### config.mk
export PLATFORM = sky130hd
export DESIGN_NAME = seg7_scan_ctrl_flat
export DESIGN_NICKNAME = d
export VERILOG_FILES = /design/src/rtl/seg7_pkg.sv /design/src/rtl/seg7_scan_ctrl_if.sv /design/src/rtl/seg7_scan_ctrl_dec_7seg.sv /design/src/rtl/seg7_scan_ctrl.sv /design/src/flat_wrapper.sv
export SDC_FILE = /design/constraint.sdc
export NUM_CORES = 1
export LEC_CHECK = 0
export CAP_MARGIN = 20
export CORE_ASPECT_RATIO = 1.2
export CORE_MARGIN = 8
export CORE_UTILIZATION = 64
export DETAILED_ROUTE_END_ITERATION = 8
export DONT_BUFFER_PORTS = 1
export PLACE_DENSITY_LB_ADDON = 0.05
export SYNTH_ARGS = -nofsm -noshare
export SYNTH_HDL_FRONTEND = slang
export SYNTH_SLANG_ARGS = --single-unit
### constraint.sdc
create_clock -name clk -period 3.59 [get_ports clk]
set_input_delay 0.718 -clock clk [delete_from_list [all_inputs] [get_ports clk]]
set_output_delay 0.718 -clock clk [all_outputs]
set_load 0.03 [all_outputs]
### src/rtl/seg7_pkg.sv
// Shared constants and state encoding for the 7-segment scan controller.
// Leading-zero blanking is enabled elsewhere by defining SEG7_LZB_EN.
package seg7_pkg;

   localparam logic [6:0] SEG_BLANK     = 7'h7F;
   localparam int         DEF_PRESCALE  = 50000;
   localparam int         DEF_BLANK_CYC = 16;

   typedef enum logic {
      ST_BLANK = 1'b0,
      ST_SHOW  = 1'b1
   } scan_state_t;

endpackage

### src/rtl/seg7_scan_ctrl_if.sv
// LOAD/READY handshake bundle between the CPU port register and the scan controller.
interface seg7_scan_ctrl_if #(
   parameter int NDIG = 4
);

   logic                load;
   logic [4*NDIG-1:0]   data;
   logic                ready;

   modport master (output load, output data, input ready);
   modport slave  (input load, input data, output ready);

endinterface

### src/rtl/seg7_scan_ctrl_dec_7seg.sv
// BCD to common-anode 7-segment decoder, active-low, bit 6 = g ... bit 0 = a.
// Codes above 9 decode to X; the caller masks them.
module dec_7seg (
   input  logic [3:0] bcd,
   output logic [6:0] seg
);

   always_comb begin
      seg = 'x;
      case (bcd)
         4'd0: seg = 7'h40;
         4'd1: seg = 7'h79;
         4'd2: seg = 7'h24;
         4'd3: seg = 7'h30;
         4'd4: seg = 7'h19;
         4'd5: seg = 7'h12;
         4'd6: seg = 7'h02;
         4'd7: seg = 7'h78;
         4'd8: seg = 7'h00;
         4'd9: seg = 7'h10;
         default: seg = 'x;
      endcase
   end

endmodule

### src/rtl/seg7_scan_ctrl.sv
// Time-multiplexed NDIG-digit 7-segment scan controller with frame-synchronous updates.
// Define SEG7_LZB_EN to blank leading zeros.
module seg7_scan_ctrl
   import seg7_pkg::*;
#(
   parameter int NDIG      = 4,
   parameter int PRESCALE  = DEF_PRESCALE,
   parameter int BLANK_CYC = DEF_BLANK_CYC
) (
   input  logic                 clk,
   input  logic                 rst_n,
   seg7_scan_ctrl_if.slave      bus,
   output logic [NDIG-1:0]      dig_sel,
   output logic [6:0]           seg7,
   output logic                 frame_tick
);

   localparam int CW = (PRESCALE > 1) ? $clog2(PRESCALE) : 1;
   localparam int DW = (NDIG > 1) ? $clog2(NDIG) : 1;

   logic [CW-1:0]      cnt, cnt_nxt;
   logic [DW-1:0]      dig, dig_nxt;
   scan_state_t        state, state_nxt;
   logic               wrap;

   logic [4*NDIG-1:0]  active;
   logic [4*NDIG-1:0]  pending;
   logic               pend;

   logic [3:0]         nibble;
   logic [6:0]         dec_seg;
   logic               lz_blank;
   logic [NDIG-1:0]    sel_nxt;
   logic [6:0]         seg_nxt;

   assign bus.ready = ~pend;

   always_ff @(posedge clk or negedge rst_n) begin
      if (!rst_n) begin
         cnt   <= '0;
         dig   <= '0;
         state <= ST_BLANK;
      end else begin
         cnt   <= cnt_nxt;
         dig   <= dig_nxt;
         state <= state_nxt;
      end
   end

   // The state always mirrors the slot position: the first BLANK_CYC cycles are dead time.
   always_comb begin
      cnt_nxt = cnt + 1'b1;
      dig_nxt = dig;
      wrap    = 1'b0;
      if (cnt == CW'(PRESCALE - 1)) begin
         cnt_nxt = '0;
         if (dig == DW'(NDIG - 1)) begin
            dig_nxt = '0;
            wrap    = 1'b1;
         end else begin
            dig_nxt = dig + 1'b1;
         end
      end
      state_nxt = (cnt_nxt < CW'(BLANK_CYC)) ? ST_BLANK : ST_SHOW;
   end

   // A pending word is only committed at the frame wrap, so a frame is never torn.
   always_ff @(posedge clk or negedge rst_n) begin
      if (!rst_n) begin
         active  <= '0;
         pending <= '0;
         pend    <= 1'b0;
      end else if (wrap && pend) begin
         active  <= pending;
         pend    <= 1'b0;
      end else if (bus.load && !pend) begin
         pending <= bus.data;
         pend    <= 1'b1;
      end
   end

   always_comb begin
      nibble = 4'h0;
      for (int i = 0; i < NDIG; i++) begin
         if (dig == DW'(i)) nibble = active[4*i +: 4];
      end
   end

   dec_7seg u_dec (
      .bcd (nibble),
      .seg (dec_seg)
   );

`ifdef SEG7_LZB_EN
   logic [NDIG-1:0] lz_mask;
   logic            lz_run;

   // A digit is a leading zero if it and every digit above it hold zero; digit 0 always shows.
   always_comb begin
      lz_mask = '0;
      lz_run  = 1'b1;
      for (int i = NDIG - 1; i >= 1; i--) begin
         lz_run     = lz_run & (active[4*i +: 4] == 4'h0);
         lz_mask[i] = lz_run;
      end
      lz_blank = 1'b0;
      for (int i = 0; i < NDIG; i++) begin
         if (dig == DW'(i)) lz_blank = lz_mask[i];
      end
   end
`else
   assign lz_blank = 1'b0;
`endif

   always_comb begin
      sel_nxt = '1;
      seg_nxt = SEG_BLANK;
      if (state == ST_SHOW) begin
         sel_nxt[dig] = 1'b0;
         if (nibble <= 4'd9 && !lz_blank) seg_nxt = dec_seg;
      end
   end

   always_ff @(posedge clk or negedge rst_n) begin
      if (!rst_n) begin
         dig_sel    <= '1;
         seg7       <= SEG_BLANK;
         frame_tick <= 1'b0;
      end else begin
         dig_sel    <= sel_nxt;
         seg7       <= seg_nxt;
         frame_tick <= wrap;
      end
   end

endmodule

### src/flat_wrapper.sv
// flat-port wrapper written by rule: the top's interface ports become plain ports
module seg7_scan_ctrl_flat import seg7_pkg::*;
#(
   parameter int NDIG      = 4,
   parameter int PRESCALE  = DEF_PRESCALE,
   parameter int BLANK_CYC = DEF_BLANK_CYC
)
  (clk, rst_n, dig_sel, seg7, frame_tick, bus_load, bus_data, bus_ready);
  seg7_scan_ctrl_if #(.NDIG(NDIG)) bus_i ();
  input  logic clk;
  input  logic rst_n;
  output logic [NDIG-1:0] dig_sel;
  output logic [6:0] seg7;
  output logic frame_tick;
  input wire logic [$bits(bus_i.load)-1:0] bus_load;
  input wire logic [$bits(bus_i.data)-1:0] bus_data;
  output wire logic [$bits(bus_i.ready)-1:0] bus_ready;
  assign bus_i.load = bus_load;
  assign bus_i.data = bus_data;
  assign bus_ready = bus_i.ready;
  seg7_scan_ctrl #(.NDIG(NDIG), .PRESCALE(PRESCALE), .BLANK_CYC(BLANK_CYC)) u_core (.clk(clk), .rst_n(rst_n), .bus(bus_i), .dig_sel(dig_sel), .seg7(seg7), .frame_tick(frame_tick));
endmodule
## Word level (Yosys, flattened, before mapping)

Memories as Yosys holds them, arrays and structs flattened.
Cells that the tools add are included.
Widths: inputs -> output; s select.

| word-level totals | value |
|---|---|
| bits in registers | 64 |
| memory bits (read-only) | 112 |
| input bits | 19 |
| output and inout port bits | 13 |
| memories kept | 1 |

Memory list:

| memory | words | bits a word | read ports | clocked after memory_dff | wr ports | line | RTL |
|---|---|---|---|---|---|---|---|
| (no name shown) | 16 | 7 | 1 | 0 | 0 | seg7_scan_ctrl_dec_7seg.sv:10 | `case (bcd)` |

| cells by class | value |
|---|---|
| add/sub/neg operators | 2 |
| order comparisons | 4 |
| equality and inequality tests | 4 |
| multiplexer cells | 16 |
| bitwise logic cells | 3 |
| reduce and logical (&&, ||, !) cells | 7 |

Operators by type and width:

| kind | count |
|---|---|
| $mux 4 | 5 |
| $add 16x1->16 const B | 1 |
| $eq 16x16->1 const B | 1 |
| $lt 16x5->1 const B | 1 |
| $mux 16 | 1 |
| $mux 7 | 2 |
| $mux 1 | 6 |
| $eq 2x2->1 const B | 2 |
| $le 4x4->1 const B | 1 |
| $not 4->4 | 1 |
| $logic_and 1x1->1 | 3 |
| $lt 2x3->1 const B | 1 |
| $add 2x1->2 const B | 1 |
| $demux 1 s2 | 1 |
| $eq 2x1->1 const B | 1 |
| $ge 2x1->1 const B | 1 |
| $logic_not 2->1 | 1 |
| $mux 2 | 1 |
| $not 1->1 | 2 |
| $reduce_and 2->1 | 1 |
| $reduce_bool 2->1 | 1 |
| $logic_not 1->1 | 1 |

## Logic depth before layout (Yosys ltp)

| logic depth | value |
|---|---|
| depth after elaboration | 8 |
| gate-level depth with buffers | 11 |

## Hierarchy

From an unflattened synthesis, not the netlist that was laid out.

| second synthesis, totals | value |
|---|---|
| cells, all modules | 258 |
| area, all modules | 3085.5 um^2 |

By module, submodules not included:

| module | instances | cells an instance | area each (um^2) |
|---|---|---|---|
| seg7_scan_ctrl | 1 | 237 | 2922.8 |
| dec_7seg | 1 | 21 | 162.7 |

## Worst setup path before layout

No wires, ideal clock.

| timing path | value |
|---|---|
| path type | register to register |
| start point | register u_core.dig[0] |
| end point | register u_core.seg7[1] |
| library setup time | 0.079 ns |
| arrival time | 2.221 ns |
| setup slack | 1.289 ns |
| stages on the path, launching flop included | 12 |
| path buffers | 0 |
| path through | dfrtp_1 -> inv_1 -> ha_1 -> nor2b_1 -> a221o_1 -> a22oi_1 -> inv_1 -> ha_1 -> nor2_1 -> a211oi_1 -> o21a_1 -> o21ai_0 |

| between the ends | value |
|---|---|
| word-level cells in the longest chain between the ends | 8 |
| elaborated cells on any way between the ends | 12 |
| classes of those cells | order compare (1); eq/ne (3); mux (6); reduce/logical (1); memory (1) |

RTL lines:

| element | line | RTL |
|---|---|---|
| from (decl) | seg7_scan_ctrl.sv:22 | `logic [DW-1:0] dig, dig_nxt;` |
| from (signal assigned) | seg7_scan_ctrl.sv:45 | `dig <= dig_nxt;` |
| $logic_not 2->1 | seg7_scan_ctrl.sv:85 | `if (dig == DW'(i)) nibble = active[4*i +: 4];` |
| $mux 4 (3 in series) | seg7_scan_ctrl.sv:85 |  |
| $mux 4 (*) | seg7_scan_ctrl.sv:85 |  |
| $mem_v2 16x7 or $le 4x4->1 (tied branches) | -- |  |
| $mux 7 (*) | seg7_scan_ctrl.sv:120 | `if (nibble <= 4'd9 && !lz_blank) seg_nxt = dec_seg;` |
| $mux 7 (*) | seg7_scan_ctrl.sv:118 | `if (state == ST_SHOW) begin` |
| net u_core.seg_nxt[1] | seg7_scan_ctrl.sv:34 | `logic [6:0] seg_nxt;` |
| to (signal assigned) | seg7_scan_ctrl.sv:131 | `seg7 <= seg_nxt;` |
| to (decl) | seg7_scan_ctrl.sv:14 | `output logic [6:0] seg7,` |

Mark *: on every way through the listed nets, which the timed path passes. The rest lies on a longest branch.
A chain may end at the register's enable or synchronous reset.

## Final worst setup path

| timing path | value |
|---|---|
| start point | register u_core.dig[1] |
| end point | register u_core.seg7[5] |

The elaborated chain is that of the path after synthesis.

==> flow_metrics.tcl <==
set metrics [dict create \
    slew_violations 0 \
    worst_pin_slew_ps 805 \
    portBuffers 0 \
    synth_ff_type "dfrtp_1" \
    power_density_nw_per_um2 458 \
    synthArstFlopShare_pct 100 \
    max_cap_viol_count 0 \
    clockBufferDepth 2 \
    critical_path_required_ps 3850 \
    tns_ps 0 \
    min_period_over_period_pct 76.1 \
    relSlewSlack_pct 46.2 \
    fin_nets 286 \
    hpwlAfterDp_um 3980 \
    p_sw_uw 302 \
    antenna_found_initial 0 \
    fin_crit_ps 2730 \
    vdd_drop_max_uv 358 \
    start_util_pct 66.6 \
    mostFrequentLayoutCells "dfrtp_1 (53), mux2_2 (23), nand2_1 (12), inv_1 (12), o21ai_0 (12)" \
    cts_buffers 9 \
    p_seq_share_pct 49.7 \
    firstDrtPassIters 4 \
    viasPerCell 5.98 \
    fp.dieH_um 92.0 \
    htreeDepth 3 \
    status "completed" \
    final.setup.worst_slack_ps 859 \
    crit_start "u_core.dig[1]" \
    layout_commonest_cell "dfrtp_1" \
    routabilityCongestion 0.897 \
    cts_resized 0 \
    rows 27 \
    fillCellCount 336 \
    cts_setup_buffers 0 \
    intPower_uw 1220 \
    clock_skew_ps 8.24 \
    power_frac_comb_pct 1.5 \
    clk_latency_ps 340 \
    hold_viol 0 \
    post-place-ws_ps 900 \
    wl_per_cell_um 18.0 \
    max_freq_ghz 0.366 \
    cts_tree "built" \
    hold_path_class "input pin to asynchronous set/reset pin" \
    synthCells 257 \
    rsz0062_at_grt "no" \
    syn_nets 287 \
    cts_sinks 64 \
    drtIter0Drc 68 \
    grt_pass1_wl_um 9430 \
    final_antenna_net_count 0 \
    crit_arrival_ps 2990 \
    p_clk_share_pct 48.8 \
    ys_seq_area_share_pct 52.4 \
    drive_above_1_share_pct 25.3 \
    yosysWarnings 0 \
    ys_types 47 \
    dieArea_sq_um 7310 \
    syn_area_sq_um 3080 \
    area.growth.synth_to_final_pct 8.07 \
    grt_max_degree 65 \
    cts_root_buffer "clkbuf_8" \
    overflow 0 \
    antenna_cells 0 \
    rr_startpoint "u_core.dig[1]" \
    die_x_um 79.4 \
    critPathCaptureType "register" \
    track_usage_pct 16.8 \
    leakagePower_uw 0.00151 \
    ioPinCount 32 \
    drc 0 \
    synth_edf_count 0 \
    syn_avg_cell_area_sq_um 12.0 \
    holdBufCountCts 0 \
    routed_wl_um 5740 \
    setup_viol 0 \
    vias 1907 \
    critical_path_class "register to register" \
    switching_share_pct 19.8 \
    coreArea_sq_um 4630 \
    path_max_fanout 7 \
    grt_pass1_vias 1972 \
    worstSetupStartpointType "register" \
    ys_ff_latch 64 \
    clk_pin_slew_ps 70 \
]
==> registers in the layout, indices dropped and copies added (netlist names) <==
register and count:
u_core.frame_tick 1, u_core.dig_sel 4, u_core.active 16, u_core.pending 16, u_core.cnt 16, u_core.seg7 7, u_core.pend 1, u_core.dig 2
u_core.state 1
==> through the flow <==
stage,utilization [%],instances,hold slack (ps),power [uW],instance area (sq um)
floorplan,-,257,422,787,3080
global placement,66.7,303,424,791,3090
detailed placement,66.7,303,425,795,3090
CTS,72.0,319,53.1,1540,3330
global route,72.0,319,37.5,1580,3330
finish,72.0,319,65.1,1530,3330
==> final timing paths <==
path	endpoint	slack [ps]	depth (start not counted)
hold / removal	u_core.pending[4]	70	0
hold reg to reg	u_core.active[10]	510	1
max in group asynchronous	u_core.seg7[1]	3350	0
min in group clk	u_core.pend	500	1
setup reg to reg	u_core.seg7[5]	860	11
setup / recovery	u_core.seg7[5]	860	11
==> worst max-delay path, cell delays in order, from the launching register on <==
cell,delay [ps]
dfrtp_1,400
inv_1,110
ha_1,280
nor2b_1,100
a221o_1,340
a22oi_1,430
inv_1,150
ha_1,260
nor2_1,140
a211oi_1,70
o21a_1,270
o21ai_0,110
==> per-layer routing <==
layer | global-route usage [%] | part of all wire [%] | up-vias
met5 | 0 | 0 | -
met3 | 6.15 | 5.4 | 11
met1 | 16.8 | 39 | 946
met2 | 30.7 | 54 | 42
li1 | - | - | 908
met4 | 5.57 | 1.2 | 0
==> cells in the mapped netlist (2+ instances only) <==
cell,number,area [sq um]
clkbuf_1,7,26.3
a221o_1,3,30.0
inv_1,12,45.0
xor2_1,6,52.6
nor2b_1,2,12.5
nand4_1,5,31.3
buf_2,2,10.0
a22oi_1,3,22.5
nand2_1,12,45.0
mux2i_1,4,40.0
o21ai_0,12,60.1
o21a_1,3,22.5
or3_1,5,31.3
and2_1,3,18.8
ha_1,11,138
dfrtp_1,53,1330
mux2_2,23,259
a21o_1,2,15.0
nor4_1,5,31.3
dfstp_2,11,289
mux2_4,9,135
nand3_1,11,55.1
a21oi_1,5,25.0
xnor2_1,8,70.1
nor3_1,5,25.0
nor2_1,11,41.3
buf_6,3,33.8
nand4b_1,2,17.5
==> cell type report <==
class / instances / area, sq um / share of cell area (%)
clock buffers: 9 / 124 / 3.72
clock inverters: 7 / 120 / 3.60
inverters: 12 / 45.0 / 1.35
multi-input cells: 168 / 1350 / 40.5
flip-flops and latches: 64 / 1620 / 48.5
well taps: 58 / 72.6 / 2.18
repair buffers: 1 / 7.51 / 0.225
==> cells by family after synthesis <==
group / count (synthesis) / synth area share [%]
simple gates: 72 / 13.7
flops: 64 / 52.4
mux: 36 / 14.1
compound gates: 35 / 7.55
buf+inv: 25 / 3.89
xor+xnor: 14 / 3.98
fa+ha+maj: 11 / 4.46
==> power by group through the flow <==
stage               Clock, uW  Combinational [uW]  Sequential [uW]
floorplan                   0                20.9              766
global placement            0                21.8              770
detailed placement          0                23.4              771
CTS                       758                24.5              758
global route              792                26.1              761
finish                    745                23.6              758
No activity file was read; power rests on OpenSTA's default activity.
